[src/rtl/riscv_pkg.sv]
// ---------------------------------------------------------------------------
// riscv_pkg
// Shared types for the decode/execute boundary of the integer pipeline.
//   - XLEN / REG_ADDR_W / ALU_OP_W : data path, register index and op widths
//   - alu_op_e                     : ALU operation encoding
//   - id_ex_payload_t              : decoded micro-op carried from ID to EX
//   - skid_state_e                 : occupancy state of the 2-entry skid buffer
//   - sat_inc32 / sel_op_b         : small helpers used by id_ex_reg
// ---------------------------------------------------------------------------
package riscv_pkg;

    localparam int XLEN       = 32;
    localparam int REG_ADDR_W = 5;
    localparam int ALU_OP_W   = 4;

    typedef enum logic [ALU_OP_W-1:0] {
        ALU_ADD  = 4'd0,
        ALU_SUB  = 4'd1,
        ALU_AND  = 4'd2,
        ALU_OR   = 4'd3,
        ALU_XOR  = 4'd4,
        ALU_SLL  = 4'd5,
        ALU_SRL  = 4'd6,
        ALU_SRA  = 4'd7,
        ALU_SLT  = 4'd8,
        ALU_SLTU = 4'd9
    } alu_op_e;

    typedef struct packed {
        logic [XLEN-1:0]       pc;
        logic [XLEN-1:0]       rs1;
        logic [XLEN-1:0]       rs2;
        logic [XLEN-1:0]       imm;
        logic [REG_ADDR_W-1:0] rd;
        alu_op_e               alu_op;
        logic                  alu_src;
        logic                  reg_write;
    } id_ex_payload_t;

    typedef enum logic [1:0] {
        SKID_EMPTY = 2'd0,
        SKID_ONE   = 2'd1,
        SKID_TWO   = 2'd2
    } skid_state_e;

    // Counter increment that sticks at all-ones instead of wrapping to zero.
    function automatic logic [31:0] sat_inc32(input logic [31:0] value);
        return (value == 32'hFFFF_FFFF) ? value : value + 32'd1;
    endfunction

    // ALU operand b: immediate for I-type style ops, rs2 otherwise.
    function automatic logic [XLEN-1:0] sel_op_b(input logic            alu_src,
                                                  input logic [XLEN-1:0] imm,
                                                  input logic [XLEN-1:0] rs2);
        return alu_src ? imm : rs2;
    endfunction

endpackage

[src/rtl/pipe_skid_buf.sv]
// ---------------------------------------------------------------------------
// pipe_skid_buf
// Generic 2-entry valid/ready skid buffer. Every output is driven straight
// from a flop, so there is no combinational path from in_* to out_* and
// in_ready does not depend on out_ready in the same cycle.
//
// Ports:
//   clk        in   rising-edge clock
//   rst_n      in   asynchronous active-low reset
//   flush      in   synchronous flush, drops stored and incoming data
//   in_valid   in   upstream presents data
//   in_ready   out  buffer can accept (registered, low only when full)
//   in_data    in   W-bit payload
//   out_valid  out  main entry holds data
//   out_ready  in   downstream consumes
//   out_data   out  W-bit payload from the main entry
// ---------------------------------------------------------------------------
module pipe_skid_buf
    import riscv_pkg::*;
#(
    parameter int W = 8
) (
    input  logic         clk,
    input  logic         rst_n,
    input  logic         flush,
    input  logic         in_valid,
    output logic         in_ready,
    input  logic [W-1:0] in_data,
    output logic         out_valid,
    input  logic         out_ready,
    output logic [W-1:0] out_data
);

    skid_state_e  r_state;
    logic [W-1:0] r_main;
    logic [W-1:0] r_skid;
    logic         r_out_valid;
    logic         r_in_ready;

    logic w_accept;
    logic w_pop;

    assign w_accept = in_valid & r_in_ready;
    assign w_pop    = r_out_valid & out_ready;

    // State, storage and the handshake outputs are all updated together so
    // that out_valid/in_ready always agree with the occupancy state.
    always_ff @(posedge clk or negedge rst_n) begin
        if (!rst_n) begin
            r_state     <= SKID_EMPTY;
            r_main      <= '0;
            r_skid      <= '0;
            r_out_valid <= 1'b0;
            r_in_ready  <= 1'b1;
        end else if (flush) begin
            // Anything accepted in this same cycle is dropped as well.
            r_state     <= SKID_EMPTY;
            r_out_valid <= 1'b0;
            r_in_ready  <= 1'b1;
        end else begin
            case (r_state)
                SKID_EMPTY: begin
                    if (w_accept) begin
                        r_main      <= in_data;
                        r_state     <= SKID_ONE;
                        r_out_valid <= 1'b1;
                    end
                end
                SKID_ONE: begin
                    if (w_accept && !w_pop) begin
                        // Downstream stalled: park the new op behind main.
                        r_skid     <= in_data;
                        r_state    <= SKID_TWO;
                        r_in_ready <= 1'b0;
                    end else if (w_accept && w_pop) begin
                        r_main <= in_data;
                    end else if (w_pop) begin
                        r_state     <= SKID_EMPTY;
                        r_out_valid <= 1'b0;
                    end
                end
                SKID_TWO: begin
                    // in_ready is low here, so only a pop can happen.
                    if (w_pop) begin
                        r_main     <= r_skid;
                        r_state    <= SKID_ONE;
                        r_in_ready <= 1'b1;
                    end
                end
                default: begin
                    r_state     <= SKID_EMPTY;
                    r_out_valid <= 1'b0;
                    r_in_ready  <= 1'b1;
                end
            endcase
        end
    end

    assign in_ready  = r_in_ready;
    assign out_valid = r_out_valid;
    assign out_data  = r_main;

endmodule

[src/rtl/id_ex_reg.sv]
// ---------------------------------------------------------------------------
// id_ex_reg
// Decode-to-execute pipeline register. Decoded micro-ops are buffered in a
// 2-entry skid buffer; the EX side sees the selected ALU operands, the op
// code and the pass-through fields. While no op is valid every payload
// output reads zero so EX sees a NOP bubble. A saturating counter records
// the cycles in which a valid op was held back by EX.
//
// Ports:
//   clk, rst_n                      clock / asynchronous active-low reset
//   flush                           drop all buffered and incoming ops
//   in_valid, in_ready              ID-side handshake
//   in_pc, in_rs1, in_rs2, in_imm   decoded operands and PC
//   in_rd, in_alu_op                destination register, ALU op
//   in_alu_src, in_reg_write        op_b select (1 = imm), writeback enable
//   out_valid, out_ready            EX-side handshake
//   op_a, op_b                      ALU operands (rs1, imm-or-rs2)
//   out_rs2, out_pc                 store data and PC pass-through
//   out_rd, out_alu_op              destination register, ALU op
//   out_reg_write                   writeback enable
//   stall_cnt                       saturating count of stalled-valid cycles
// ---------------------------------------------------------------------------
module id_ex_reg #(
    parameter int XLEN       = riscv_pkg::XLEN,
    parameter int REG_ADDR_W = riscv_pkg::REG_ADDR_W,
    parameter int ALU_OP_W   = riscv_pkg::ALU_OP_W
) (
    input  logic                  clk,
    input  logic                  rst_n,
    input  logic                  flush,
    input  logic                  in_valid,
    output logic                  in_ready,
    input  logic [XLEN-1:0]       in_pc,
    input  logic [XLEN-1:0]       in_rs1,
    input  logic [XLEN-1:0]       in_rs2,
    input  logic [XLEN-1:0]       in_imm,
    input  logic [REG_ADDR_W-1:0] in_rd,
    input  logic [ALU_OP_W-1:0]   in_alu_op,
    input  logic                  in_alu_src,
    input  logic                  in_reg_write,
    output logic                  out_valid,
    input  logic                  out_ready,
    output logic [XLEN-1:0]       op_a,
    output logic [XLEN-1:0]       op_b,
    output logic [XLEN-1:0]       out_rs2,
    output logic [XLEN-1:0]       out_pc,
    output logic [REG_ADDR_W-1:0] out_rd,
    output logic [ALU_OP_W-1:0]   out_alu_op,
    output logic                  out_reg_write,
    output logic [31:0]           stall_cnt
);

    import riscv_pkg::*;

    id_ex_payload_t        w_in_payload;
    id_ex_payload_t        w_main;
    logic                  w_out_valid;
    logic [ALU_OP_W-1:0]   w_main_alu_op;
    logic [31:0]           r_stall_cnt;

    assign w_in_payload = '{
        pc:        in_pc,
        rs1:       in_rs1,
        rs2:       in_rs2,
        imm:       in_imm,
        rd:        in_rd,
        alu_op:    alu_op_e'(in_alu_op),
        alu_src:   in_alu_src,
        reg_write: in_reg_write
    };

    pipe_skid_buf #(
        .W($bits(id_ex_payload_t))
    ) u_skid (
        .clk       (clk),
        .rst_n     (rst_n),
        .flush     (flush),
        .in_valid  (in_valid),
        .in_ready  (in_ready),
        .in_data   (w_in_payload),
        .out_valid (w_out_valid),
        .out_ready (out_ready),
        .out_data  (w_main)
    );

    assign w_main_alu_op = w_main.alu_op;

    // The operand mux sits after the register so the stored entry keeps both
    // rs2 (needed for stores) and imm. Stale entry contents are masked off
    // whenever the buffer is empty.
    assign out_valid     = w_out_valid;
    assign op_a          = w_out_valid ? w_main.rs1 : '0;
    assign op_b          = w_out_valid ? sel_op_b(w_main.alu_src, w_main.imm, w_main.rs2) : '0;
    assign out_rs2       = w_out_valid ? w_main.rs2 : '0;
    assign out_pc        = w_out_valid ? w_main.pc  : '0;
    assign out_rd        = w_out_valid ? w_main.rd  : '0;
    assign out_alu_op    = w_out_valid ? w_main_alu_op : '0;
    assign out_reg_write = w_out_valid & w_main.reg_write;

    // Counts EX back-pressure on a valid op; flush does not clear it.
    always_ff @(posedge clk or negedge rst_n) begin
        if (!rst_n) begin
            r_stall_cnt <= '0;
        end else if (w_out_valid && !out_ready) begin
            r_stall_cnt <= sat_inc32(r_stall_cnt);
        end
    end

    assign stall_cnt = r_stall_cnt;

endmodule

[config.mk]
export PLATFORM = sky130hd
export DESIGN_NAME = id_ex_reg
export DESIGN_NICKNAME = d
export VERILOG_FILES = /design/src/rtl/riscv_pkg.sv /design/src/rtl/pipe_skid_buf.sv /design/src/rtl/id_ex_reg.sv
export SDC_FILE = /design/constraint.sdc
export NUM_CORES = 1
export LEC_CHECK = 0
export ABC_AREA = 1
export ABC_CLOCK_PERIOD_IN_PS = 1930
export CORE_MARGIN = 2
export CORE_UTILIZATION = 53
export DETAILED_ROUTE_END_ITERATION = 8
export PLACE_DENSITY_LB_ADDON = 0.2
export SYNTH_ARGS = -nofsm -noshare
export SYNTH_HDL_FRONTEND = slang
export SYNTH_HIERARCHICAL = 1
export SYNTH_SLANG_ARGS = --single-unit
export TNS_END_PERCENT = 50
[constraint.sdc]
create_clock -name clk -period 1.93 [get_ports clk]
set_clock_uncertainty 0.1 [all_clocks]
set_input_delay 0.2895 -clock clk [delete_from_list [all_inputs] [get_ports clk]]
set_output_delay 0.2895 -clock clk [all_outputs]
set_load 0.05 [all_outputs]
# --- Word-level counts from Yosys, hierarchy flattened ---
# Index checks and enable logic that the tools add are counted.
op_classes:
  bitwise: 5
  n_addsub: 1
  reduce_logical: 13
  n_eq_ne: 17
  muxes: 29
ops:
  columns: ["op", "n"]
  rows:
  - ["$mux 139", 4]
  - ["$pmux 139 s3", 1]
  - ["$mux 32", 5]
  - ["$add 32x1->32 const B", 1]
  - ["$eq 32x32->1 const B", 1]
  - ["$mux 2", 6]
  - ["$ne 3x2->1 const B", 4]
  - ["$mux 1", 8]
  - ["$ne 2x1->1 const B", 3]
  - ["$ne 2x2->1 const B", 3]
  - ["$ne 3x3->1 const B", 2]
  - ["$pmux 1 s3", 2]
  - ["$pmux 2 s3", 1]
  - ["$reduce_and 3->1", 2]
  - ["$reduce_and 6->1", 1]
  - ["$mux 5", 1]
  - ["$reduce_and 5->1", 1]
  - ["$mux 4", 1]
  - ["$ne 4x2->1 const B", 1]
  - ["$ne 4x3->1 const B", 1]
  - ["$reduce_and 4->1", 1]
  - ["$and 1x1->1", 3]
  - ["$logic_and 1x1->1", 3]
  - ["$reduce_bool 3->1", 1]
  - ["6 further kinds", 8]
totals:
  output_inout_bits: 172
  elab_cells: 71
  ff_bits: 314
  input_bits: 144

# --- Logic depth before layout (Yosys ltp) ---
# Gate-level depths: netlist of the first run.
depth:
  depth_word: 6
  depth_mapped: 11
  ltp_nobuf: 10

# --- Cells and area by module ---
# Netlist of the first run, hierarchy kept.
modules_own_cells:
  columns: ["mod", "cells_per_inst", "seq_area_each_um2", "n_inst", "area_each_um2"]
  rows:
  - ["pipe_skid_buf", 1625, 7058.0, 1, 12672.2]
  - ["id_ex_reg", 656, 800.8, 1, 3414.5]

# --- Least setup slack after synthesis of the first run ---
# OpenSTA, ideal clock, no wires.
synth_path:
  kind: "flip-flop to output port"
  start: "register u_skid.r_out_valid, in the netlist u_skid/out_valid"
  end: "output port op_b[27]"
  slack_ns: -0.484
  n_path_buf: 2
  arrival_ns: 2.024
  path_stages_with_launch: 5
  t_required_ns: 1.541
  path_cell_list: "dfrtp_1 -> clkbuf_1 -> clkbuf_1 -> o21ai_0 -> nor2_1"
synth_via:
  elab_chain_len: 1
synth_rtl:
  columns: ["element", "line", "text"]
  rows:
  - ["from (decl)", "pipe_skid_buf.sv:37", "logic r_out_valid;"]
  - ["from (signal assigned)", "pipe_skid_buf.sv:53", "r_out_valid <= 1'b0;"]
  - ["from (signal assigned)", "pipe_skid_buf.sv:58", "r_out_valid <= 1'b0;"]
  - ["from (signal assigned)", "pipe_skid_buf.sv:66", "r_out_valid <= 1'b1;"]
  - ["$mux 32", "id_ex_reg.sv:93", "assign op_b = w_out_valid ? sel_op_b(w_main.alu_src, w_main.imm, w_main.rs2) : '0;"]
  - ["to (decl)", "id_ex_reg.sv:44", "output logic [XLEN-1:0] op_b,"]
# Every way passes these cells.

# --- Worst setup path in the final report of the first run ---
layout_path:
  start: "register u_skid.r_out_valid, in the netlist u_skid/out_valid"
  end: "register u_skid.r_skid[77]"
layout_via:
  elab_chain_len: 4
layout_rtl:
  columns: ["element", "line", "text"]
  rows:
  - ["$and 1x1->1", "pipe_skid_buf.sv:44", "assign w_pop = r_out_valid & out_ready;"]
  - ["$logic_not 1->1", "pipe_skid_buf.sv:70", "if (w_accept && !w_pop) begin"]
  - ["$logic_and 1x1->1", "pipe_skid_buf.sv:70", null]
  - ["$reduce_and 3->1 (no line)", null, null]
  - ["to (signal assigned)", "pipe_skid_buf.sv:72", "r_skid <= in_data;"]
  - ["to (decl)", "pipe_skid_buf.sv:36", "logic [W-1:0] r_skid;"]
# Every way passes these cells.
# A chain may end at the register's enable or synchronous reset.

==> results of run 1 <==
-- report_power, final --
| group | leakage (nW) | total [mW] | switching (mW) | internal (mW) |
|---|---|---|---|---|
| Clock | 0.582 | 6.80 | 2.78 | 4.02 |
| Sequential | 3.83 | 11.6 | 2.16 | 9.41 |
| Combinational | 8.61 | 22.3 | 13.4 | 8.92 |
-- repair_timing --
item	CTS	global route
hold endpoints to repair	270	0
hold buffers	1	0
buffers inserted	4	15
pin swaps	0	44
gates resized for setup	189	305
endpoints found under the setup margin	139	371
cloned	5	49
-- per-layer routing --
layer  vias to the layer above  share of wire  wire length, um  track usage
met5                         -        0.00026               16            0
met4                         2          0.060             3770        0.119
met3                       322           0.11             6990       0.0656
met2                      1330           0.47            29500        0.516
met1                      8466           0.35            22100        0.402
li1                       7739              -                -            -
-- logic make-up (layout without fill, tap and decap cells) --
group                    after synthesis  in the layout  synth area share
AO/OA/AOI/OAI                        172            172            0.0536
XOR/XNOR                              10             10           0.00544
adder cells (fa/ha/maj)                1              1          0.000778
buffers and inverters                347            719            0.0893
flip-flops                           314            314             0.489
other                                  0              6                 0
AND/OR/NAND/NOR                     1437           1442             0.362
-- cell usage in the layout, fill, tap and decap left out, drive strengths merged --
master	count
nand2	997
dfrtp	313
buf	274
nand3	237
inv	208
nor2	191
clkdlybuf4s50	142
o21ai	105
clkbuf	82
a21oi	66
clkinv	10
nand3b	7
nand4	7
diode	6
xnor2	6
xor2	4
nor3	2
bufinv	2
and2	1
ha	1
dlygate4sd3	1
a31oi	1
dfstp	1
-- metrics by stage --
| stage | cell area (um^2) | worst slack, ns | std cells | total power [mW] |
|---|---|---|---|---|
| final | 24900 | -0.248 | 3054 | 40.7 |
| after global routing | 24900 | -0.333 | 3053 | 42.4 |
| after CTS | 22700 | -0.153 | 2984 | 36.4 |
| after detailed placement | 21000 | -0.141 | 2910 | 28.1 |
| after global placement | 21000 | -0.104 | 2910 | 27.7 |
| after floorplan | 16200 | 0.00437 | 2281 | 21.0 |
-- cell type report --
class / instances / area, um^2
multi-input cells: 1625 / 7990
flip-flops and latches: 314 / 7870
repair buffers: 447 / 6530
fillers: 1623 / 4910
clock buffers: 52 / 1040
inverters: 208 / 836
well taps: 390 / 488
clock inverters: 12 / 125
diodes: 6 / 15.0
-- worst reg2reg max path, stage by stage, from the launching register on --
cell,delay [ns]
dfrtp_4,0.53
buf_12,0.17
buf_4,0.15
nand2_4,0.10
inv_4,0.04
nor2_4,0.12
buf_12,0.17
buf_12,0.13
nand2_8,0.08
buf_16,0.16
nor2_1,0.21
a21oi_1,0.10
-- sequential cells by signal, indices dropped and copies added (netlist names) --
signal / cells
u_skid/in_ready: 1
u_skid/out_data: 139
stall_cnt: 32
u_skid/r_skid: 139
u_skid/out_valid: 1
u_skid/r_state: 2
-- worst max path at each step --
stage / slack (ns) / endpoint / from
floorplan: 0.004 / op_b[28] / u_skid/out_valid
global placement: -0.10 / u_skid/r_skid[37] / in_valid
detailed placement: -0.14 / u_skid/r_skid[26] / in_valid
CTS: -0.15 / op_b[28] / u_skid/out_valid
global route: -0.33 / op_b[4] / u_skid/out_data[1]
finish: -0.25 / u_skid/r_skid[77] / u_skid/out_valid
==> run summary, run 1 <==
The flow ran to the end, but the final reports show violations. The final reports fail on negative setup slack. Worst hold-check slack: 0.162 ns.

The worst register-to-register path begins at u_skid/out_valid. The number of global-route vias before repair came out at 15,800. For this run, the post-layout net count is 2,776.

The final count of pins violating max slew was 0. The number of DRC violations after detailed routing is 0, and the area of the mapped netlist is 16,100 um^2. The final-layout setup total negative slack was -36.81 ns. Row generation in the floorplan step produced 63 rows. The area growth from synthesis to layout is 54.7%. The tools report the post-route core utilization as 0.835. The tools report the buffer depth of the longest clock path as 3.

The critical path buffer and inverter count was 6. The total of flip-flops plus latches after synthesis came out at 314. 316 I/O pins were placed.

Setup repair after global routing could not meet its margin everywhere. Kind of cell adding the most delay to the critical path: buffers and inverters. The final count of hold timing violations is 0, and the longest individual stage delay on the worst path is 0.53 ns. The worst setup path is captured at a flop. The final worst setup slack was -0.248 ns.

Cell type with the highest occurrence count on the critical path: buf_12. Setup violations remaining at the end of the flow were counted as 411. The tools report the startpoint type of the worst setup path as a flop. Effective utilization at floorplan: 0.540.

The per-cell via count in the routed design was 5.85. The share of synthesized registers carrying an async set or reset is 1.00, and the total iterations of the first detailed-routing run is 6. The final RePlAce weighted congestion was 0.938. In this run, synthesis inferred 0 flip-flops with an integrated enable.

Clock-pin slew was measured on the worst setup and hold paths at 0.06 ns. The logs give 31,800 um^2 for the die footprint and 0 for the number of nets with antenna violations after detailed routing. After synthesis, the cell types taking the most area are dfrtp_1 49%, nand2_1 23%, nand3_1 7.3%, inv_1 4.7%, nor2_1 4.3%. The number of gates on the worst path with buffers counted was 11; the clock latency reported for the late side of the worst-skew pair was 0.52 ns. By startpoint and endpoint, the worst setup path is classified as flop to flop. The ratio of final minimum period to clock period works out to 1.13.

The run gives 2 as the H-tree depth. The signal on the critical path passes through buf_12 -> buf_4 -> nand2_4 -> inv_4 -> nor2_4 -> buf_12 -> buf_12 -> nand2_8 -> buf_16 -> nor2_1 -> a21oi_1. The routed layout has 17,900 vias. IR analysis of the VDD net gives a maximum drop of 1.13 mV.

The number of clock buffers added by TritonCTS is 35. STA puts the critical path data required time at 2.22 ns. Data on the critical path arrives at its endpoint at 2.47 ns. For the distinct cell type count of the synthesized netlist, the log shows 28.

The endpoint identified for the worst register-to-register timing path is u_skid/r_skid[77]. CTS placed an instance of clkbuf_16 at the clock tree root. The relative slew slack is 0.739. Static timing analysis puts the maximum clock frequency at 0.459 GHz. Entering global routing, the biggest net connects 66 pins. The TritonCTS sink count is 314, and the count of synthesis-stage warnings from yosys is 6. The number of cells on the worst reg-to-reg path is 11. After synthesis, the mean cell area works out to 7.05 um^2.

The smallest clock period supported by the final layout is computed as 2.18 ns. Cell with the largest stage delay on the worst path: dfrtp_4. The fraction of post-synthesis cell area in the top cell type by area was 0.487; the DRC violation total after the first TritonRoute iteration was 2,391. Summed over all nets, the half-perimeter wirelength after detailed placement is 31.5 mm.

In the post-synthesis netlist, the cell with the most instances is nand2_1. Ranked by instance count, the synthesized netlist is headed by 984 x nand2_1, 313 x dfrtp_1, 236 x nand3_1. TritonCTS built the clock tree. From left edge to right edge, the die measures 178 um.

The cell count after synthesis came out at 2,281. Top flip-flop cell by instance count after synthesis: dfrtp_1. Dividing the detail-routed wire length by the instance count gives 20.4 um. Wires add up to 62.3 mm. The tools report the total nets after synthesis as 2,426. The tool flagged a number of max-cap violations equal to 0.

The share of post-route cells with drive strength above 1 came out at 0.271. The first global-routing pass estimated 79.2 mm of wire. Measured along the y axis, the die boundary spans 178 um. Leakage power summed over all cells: 13.0 nW.

Of all nets on the critical path, the largest fanout is 8. The library cell with the largest summed area after synthesis is dfrtp_1. The region available for standard cell placement spans 29,800 um^2. The overflow left after global routing is 0.

The initial antenna violation count came out at 8. For flop-to-flop paths, the worst setup slack is -0.25 ns. For the pin with the worst max-slew slack, the measured transition is 0.388 ns. Input and output buffers added on the ports amount to 315. The overall routing resource usage is 0.311, and the total power divided by cell area is 1640 nW/um^2.

The post-synthesis sequential area ratio was 0.489. The tightest min-delay check is of the input port to async pin type.
No activity file was read; power rests on OpenSTA's default activity.
==> run 2: changes to the inputs <==
REMOVE_ABC_BUFFERS = 1   (was unset)
==> run summary, run 2 (synthesis results as in run 1) <==
Summing all multi-input logic gate instances after layout gives 7220 um^2. The highest net fanout along the worst path is 8, and the number of nets at the end of the flow is 2,760. The effective utilization at floorplan was 0.540; the clock transition time at the flip-flop clock pins of the worst setup and hold paths was 0.06 ns. For the fill cell instance count of the final layout, the log shows 2,033. For the finished layout, the period the worst path requires is 2.15 ns. Entering global routing, the biggest net connects 67 pins. The proportion of power drawn by combinational gates was 0.522.

The logs give 0.670 for the relative slew slack and 1.54 ns for the critical path data required time. The die extent in x is 178 um. The final count of hold timing violations came out at 0. The total power divided by cell area came out at 1630 nW/um^2. The tools report the number of global-route vias before repair as 15,700.

The initial antenna violation count is 7, and the total iterations of the first detailed-routing run is 7. Summed over all nets, the half-perimeter wirelength after detailed placement is 33.1 mm. Clock tree synthesis inserted a total of 37 buffers. Fmax: 0.464 GHz. The logs give -0.135 ns for the worst slack at placement and -0.223 ns for the final worst setup slack. The type of the setup path with the least slack was flop to output pin. The clock passes through at most 3 buffers.

STA classifies the critical path endpoint as an output pin. Clock tree synthesis selected as its root buffer the cell clkbuf_16. In the final timing run, aggregate negative setup slack is -19.94 ns. Startpoint type of the worst setup path: a flop. Relative to the synthesized area, the layout overhead comes to 46.1%.

The die covers 31,800 um^2. Pin placement for this block handled 316 I/O pins. TritonCTS built the clock tree. The region available for standard cell placement spans 29,800 um^2. After detailed routing, the number of remaining DRC violations is 0.

The die is 178 um tall. The average detailed-routed wire length per instance is 17.0 um, and the TritonCTS sink count is 314. The H-tree was split into 2 levels.

The tools report the overall routing resource usage as 0.316. The per-cell via count in the routed design is 5.38, and the ratio of final minimum period to clock period is 1.12. The portion of total power attributed to the clock network is 0.183, and the first-pass GRT wire length is 79.7 mm. Wire length after detailed routing: 51.8 mm.

At the end of routability-driven placement, the weighted congestion stood at 0.896. Number of max-capacitance violations reported: 0. The proportion of total power due to net switching came out at 0.430.

The final count of pins violating max slew is 0, and the internal power component is 21.8 mW. The run gives 7860 um^2 as the total area of sequential cells. The final reports fail on negative setup slack. At the worst endpoint, the arrival time is 1.76 ns. After floorplanning, the core was divided into 63 placement rows. The logs give 0.295 for the sequential power share and 16,300 for the vias after detailed routing. The logs give 12.5 nW for the leakage power summed over all cells and 1,585 for the DRC violation total after the first TritonRoute iteration. After global routing the overflow that remains totals 0.

Input and output buffers added on the ports amount to 315. In the layout the commonest cells are 925 x nand2_1, 311 x dfrtp_1, 235 x nand3_1. For the peak ir drop on the vdd network, the log shows 1.01 mV.

The run gives 0.52 ns as the clock latency reported for the late side of the worst-skew pair. For the pin with the worst max-slew slack, the measured transition is 0.495 ns. Setup violations remaining at the end of the flow were counted as 144.

The share of post-route cells with drive strength above 1 came out at 0.211. For the switching power of the nets, the log shows 16.4 mW. Setup repair after global routing could not meet its margin everywhere. The most common library cell in the layout ignoring fill and taps is nand2_1.

Worst min-delay path category: input port to async pin. The run finished, with violations left. Number of nets with antenna violations after detailed routing: 0.
[run 2: cell types whose count changed in the layout (fill, tap and decap cells not counted), moves of 20 or more]
cell / delta
nand2_1: +57
nand2_4: -35
nand3_1: +35
nand3_2: -33
nor2_1: +33
buf_4: +26
nand2_2: -23
clkbuf_16: -20
inv_1: +20
nor2_4: -20
[run 2: worst max-delay path, cell delays in order (launching register included)]
cell,delay (ns)
dfrtp_4,0.48
buf_12,0.20
buf_6,0.16
o21ai_1,0.07
nor2_1,0.11
buf_4,0.22
[run 2: worst paths after layout]
kind	start	to	slack [ns]	cells past startpoint
min in group clk	in_rd[3]	u_skid/r_skid[9]	0.25	3
max in group asynchronous	rst_n	u_skid/out_data[1]	0.83	3
worst max-delay path	u_skid/out_valid	op_b[22]	-0.22	5
worst max register to register	u_skid/out_valid	u_skid/r_skid[93]	-0.03	9
worst min register to register	u_skid/out_data[15]	u_skid/out_data[15]	0.37	2
worst min-delay path	rst_n	u_skid/out_data[38]	0.22	2
[run 2: metal layers]
metal | vias up | track usage | wire, um
met4 | 0 | 0.110 | 1700
met2 | 778 | 0.517 | 24900
met5 | - | 0 | 0
met1 | 7742 | 0.418 | 20200
li1 | 7706 | - | -
met3 | 120 | 0.0684 | 4950
[run 2: power groups by stage]
| stage | clock [mW] | combinational (mW) | sequential [mW] |
|---|---|---|---|
| 2_1_floorplan | 0 | 8.89 | 11.1 |
| 3_3_place_gp | 0 | 17.0 | 10.9 |
| 3_5_place_dp | 0 | 17.4 | 11.0 |
| 4_1_cts | 7.10 | 18.7 | 11.0 |
| 5_1_grt | 7.38 | 21.3 | 11.5 |
| 6_report | 7.01 | 20.0 | 11.3 |
[run 2: stage by stage]
step | hold WS (ns) | instance area, um^2 | total power [mW] | cells | utilization
final | 0.217 | 23500 | 38.2 | 3038 | 0.789
after global routing | 0.249 | 23500 | 40.2 | 3036 | 0.789
after CTS | 0.216 | 22800 | 36.7 | 3015 | 0.767
after detailed placement | 0.158 | 21200 | 28.4 | 2937 | 0.712
after global placement | 0.163 | 21200 | 27.9 | 2937 | 0.712
after floorplan | -0.106 | 15400 | 20.0 | 2142 | -
[run 2: timing repair]
item,in CTS,in global routing
endpoints found under the setup margin,129,189
pin swaps,2,23
endpoints found under the hold margin,75,0
setup buffers,7,11
hold buffers,1,0
cloned,6,8
gates resized for setup,139,155
[run 2: final cells by class]
type,instances,share of cell area
clock inverters,12,0.00591
repair buffers,434,0.251
clock buffers,52,0.0457
multi-input cells,1620,0.307
diodes,8,0.000852
inverters,208,0.0342
well taps,390,0.0208
flip-flops and latches,314,0.335
==> run 3: changes to the inputs <==
CORE_UTILIZATION = 36   (was 53)
==> run summary, run 3 (synthesis results as in run 1) <==
The tools report the TritonCTS sink count as 314. The total power divided by cell area was 1600 nW/um^2; the worst hold-check slack was 0.176 ns. With fillers left out, the area of the finished cells amounts to 24,900 um^2. The run finished, with violations left. The logs give 316 for the number of top-level pins and 0.839 mV for the peak ir drop on the vdd network.

For the pin with the worst max-slew slack, the measured transition is 0.453 ns. The highest net fanout along the worst path came out at 9. Relative slew slack: 0.698.

By startpoint and endpoint, the worst setup path is classified as flop to output pin. The tightest min-delay check is of the input port to async pin type. Final worst setup slack: -0.262 ns.

Setup repair after global routing could not meet its margin everywhere. Clock-pin slew was measured on the worst setup and hold paths at 0.06 ns. The area growth from synthesis to final layout came out at 54.9%.

The first global-routing pass estimated 83.6 mm of wire. Number of global-route vias before repair: 15,100. Clock tree synthesis selected as its root buffer the cell clkbuf_16. Leaving out fill and tap cells, the most frequent cell in the layout is nand2_1. For the worst setup path, the data required time is 1.54 ns.

Die extent in x: 215 um. After detailed placement, the total cell area comes to 21,200 um^2. The logs give 0.55 ns for the clock latency reported for the late side of the worst-skew pair and 78 for the maximum number of pins on one net before global-route repair. After detailed routing, the number of vias per cell comes to 4.99. In the routed design, unresolved DRC markers number 0.

The final RePlAce weighted congestion was 0.879. The run gives 16,300 as the vias after detailed routing. The run gives 8 as the initial antenna violation count. The final count of hold timing violations is 0. The tools report the worst setup path startpoint as u_skid/out_valid. Subtracting the final worst setup slack from the clock period gives 2.19 ns.

The tools report the effective utilization at floorplan as 0.365. The run gives 3 as the buffer depth of the longest clock path. For the wire length after detailed routing, the log shows 60.6 mm. The number of nets at the end of the flow is 2,788, and the fmax is 0.456 GHz.

The post-route core utilization is 0.565, and the count of final setup violators is 239. The checks that failed: negative setup slack. Type of element capturing the critical path: an output pin.

The overall routing resource usage was 0.225; the die height was 215 um. The tools report the number of nets with antenna violations after detailed routing as 0. The total overflow left after global routing is 0.

The first routing iteration left 1,373 violations. The initialized floorplan defines 77 standard-cell rows. Summed over all cells, the static leakage comes to 13.0 nW.

The share of post-route cells with drive strength above 1 works out to 0.246. The total iterations of the first detailed-routing run is 5. The number of buffers inserted during clock tree synthesis was 38; the number of max-capacitance violations reported was 0. The average detailed-routed wire length per instance is 18.5 um, and the die footprint is 46,400 um^2. The ratio of final minimum period to clock period came out at 1.14.

Detailed placement ended at an HPWL of 33.6 mm. The arrival time at the worst endpoint was 1.80 ns. TritonCTS built the clock tree. The worst setup path is launched from a flop. In this run the tool buffered the top-level ports with 315 buffer cells.

The final count of pins violating max slew is 0. Startpoint of the most critical register-to-register path: u_skid/out_valid. CTS built an H-tree with a depth of 2. The top cell types in the final layout, fill and taps aside, are 914 x nand2_1, 311 x dfrtp_1, 233 x nand3_1.

The run gives 44,100 um^2 as the floorplan core area.
-- run 3: metrics by stage --
step | setup slack [ns] | power (mW) | instances | setup TNS (ns)
after floorplan | -5.81 | 20.0 | 2142 | -1692.70
after global placement | -0.131 | 27.9 | 3119 | -21.92
after detailed placement | -0.146 | 28.2 | 3119 | -27.31
after CTS | -0.272 | 37.4 | 3200 | -28.06
after global routing | -0.289 | 42.1 | 3264 | -48.22
final | -0.262 | 40.0 | 3267 | -29.90
-- run 3: metal layers --
layer,part of all wire,vias to the layer above,track usage,wire (um)
met1,0.42,7842,0.304,25500
met5,0.0011,-,0,65
met3,0.069,108,0.0503,4170
met4,0.028,10,0.0775,1710
li1,-,7781,-,-
met2,0.48,559,0.357,29100
-- run 3: power by group --
part | leakage (nW) | switching, mW | total [mW] | internal, mW
sequential | 3.83 | 1.88 | 11.3 | 9.41
clock | 0.612 | 2.91 | 7.17 | 4.27
combinational | 8.51 | 12.7 | 21.5 | 8.84
-- run 3: timing repair --
action,CTS,global route
endpoints found under the setup margin,138,434
hold buffers,1,0
buffers inserted,4,18
gates cloned,8,45
resized for setup,246,170
pin swaps,16,16
endpoints found under the hold margin,71,0
-- run 3: worst paths after layout --
check | to | slack [ns] | depth (start not counted)
setup / recovery | op_b[10] | -0.26 | 5
hold / removal | stall_cnt[27] | 0.18 | 2
setup reg to reg | u_skid/r_skid[69] | -0.14 | 11
hold reg to reg | u_skid/r_skid[127] | 0.37 | 2
max in group asynchronous | u_skid/r_skid[81] | 0.84 | 3
min in group clk | u_skid/r_skid[6] | 0.23 | 3
-- run 3: cell type report --
| cell class | count | area (um^2) |
|---|---|---|
| Inverter | 208 | 853 |
| Clock buffer | 58 | 1160 |
| Tap cell | 592 | 741 |
| Timing Repair Buffer | 455 | 6610 |
| Sequential cell | 314 | 7860 |
| Fill cell | 4062 | 19200 |
| Multi-Input combinational cell | 1626 | 7590 |
| Clock inverter | 10 | 87.6 |
| Antenna cell | 4 | 10.0 |
-- run 3: critical path: stages (launching register included) --
cell and delay (ns):
dfrtp_4 0.45, buf_12 0.22, buf_16 0.17, o21ai_2 0.06
nor2_2 0.16, buf_6 0.18
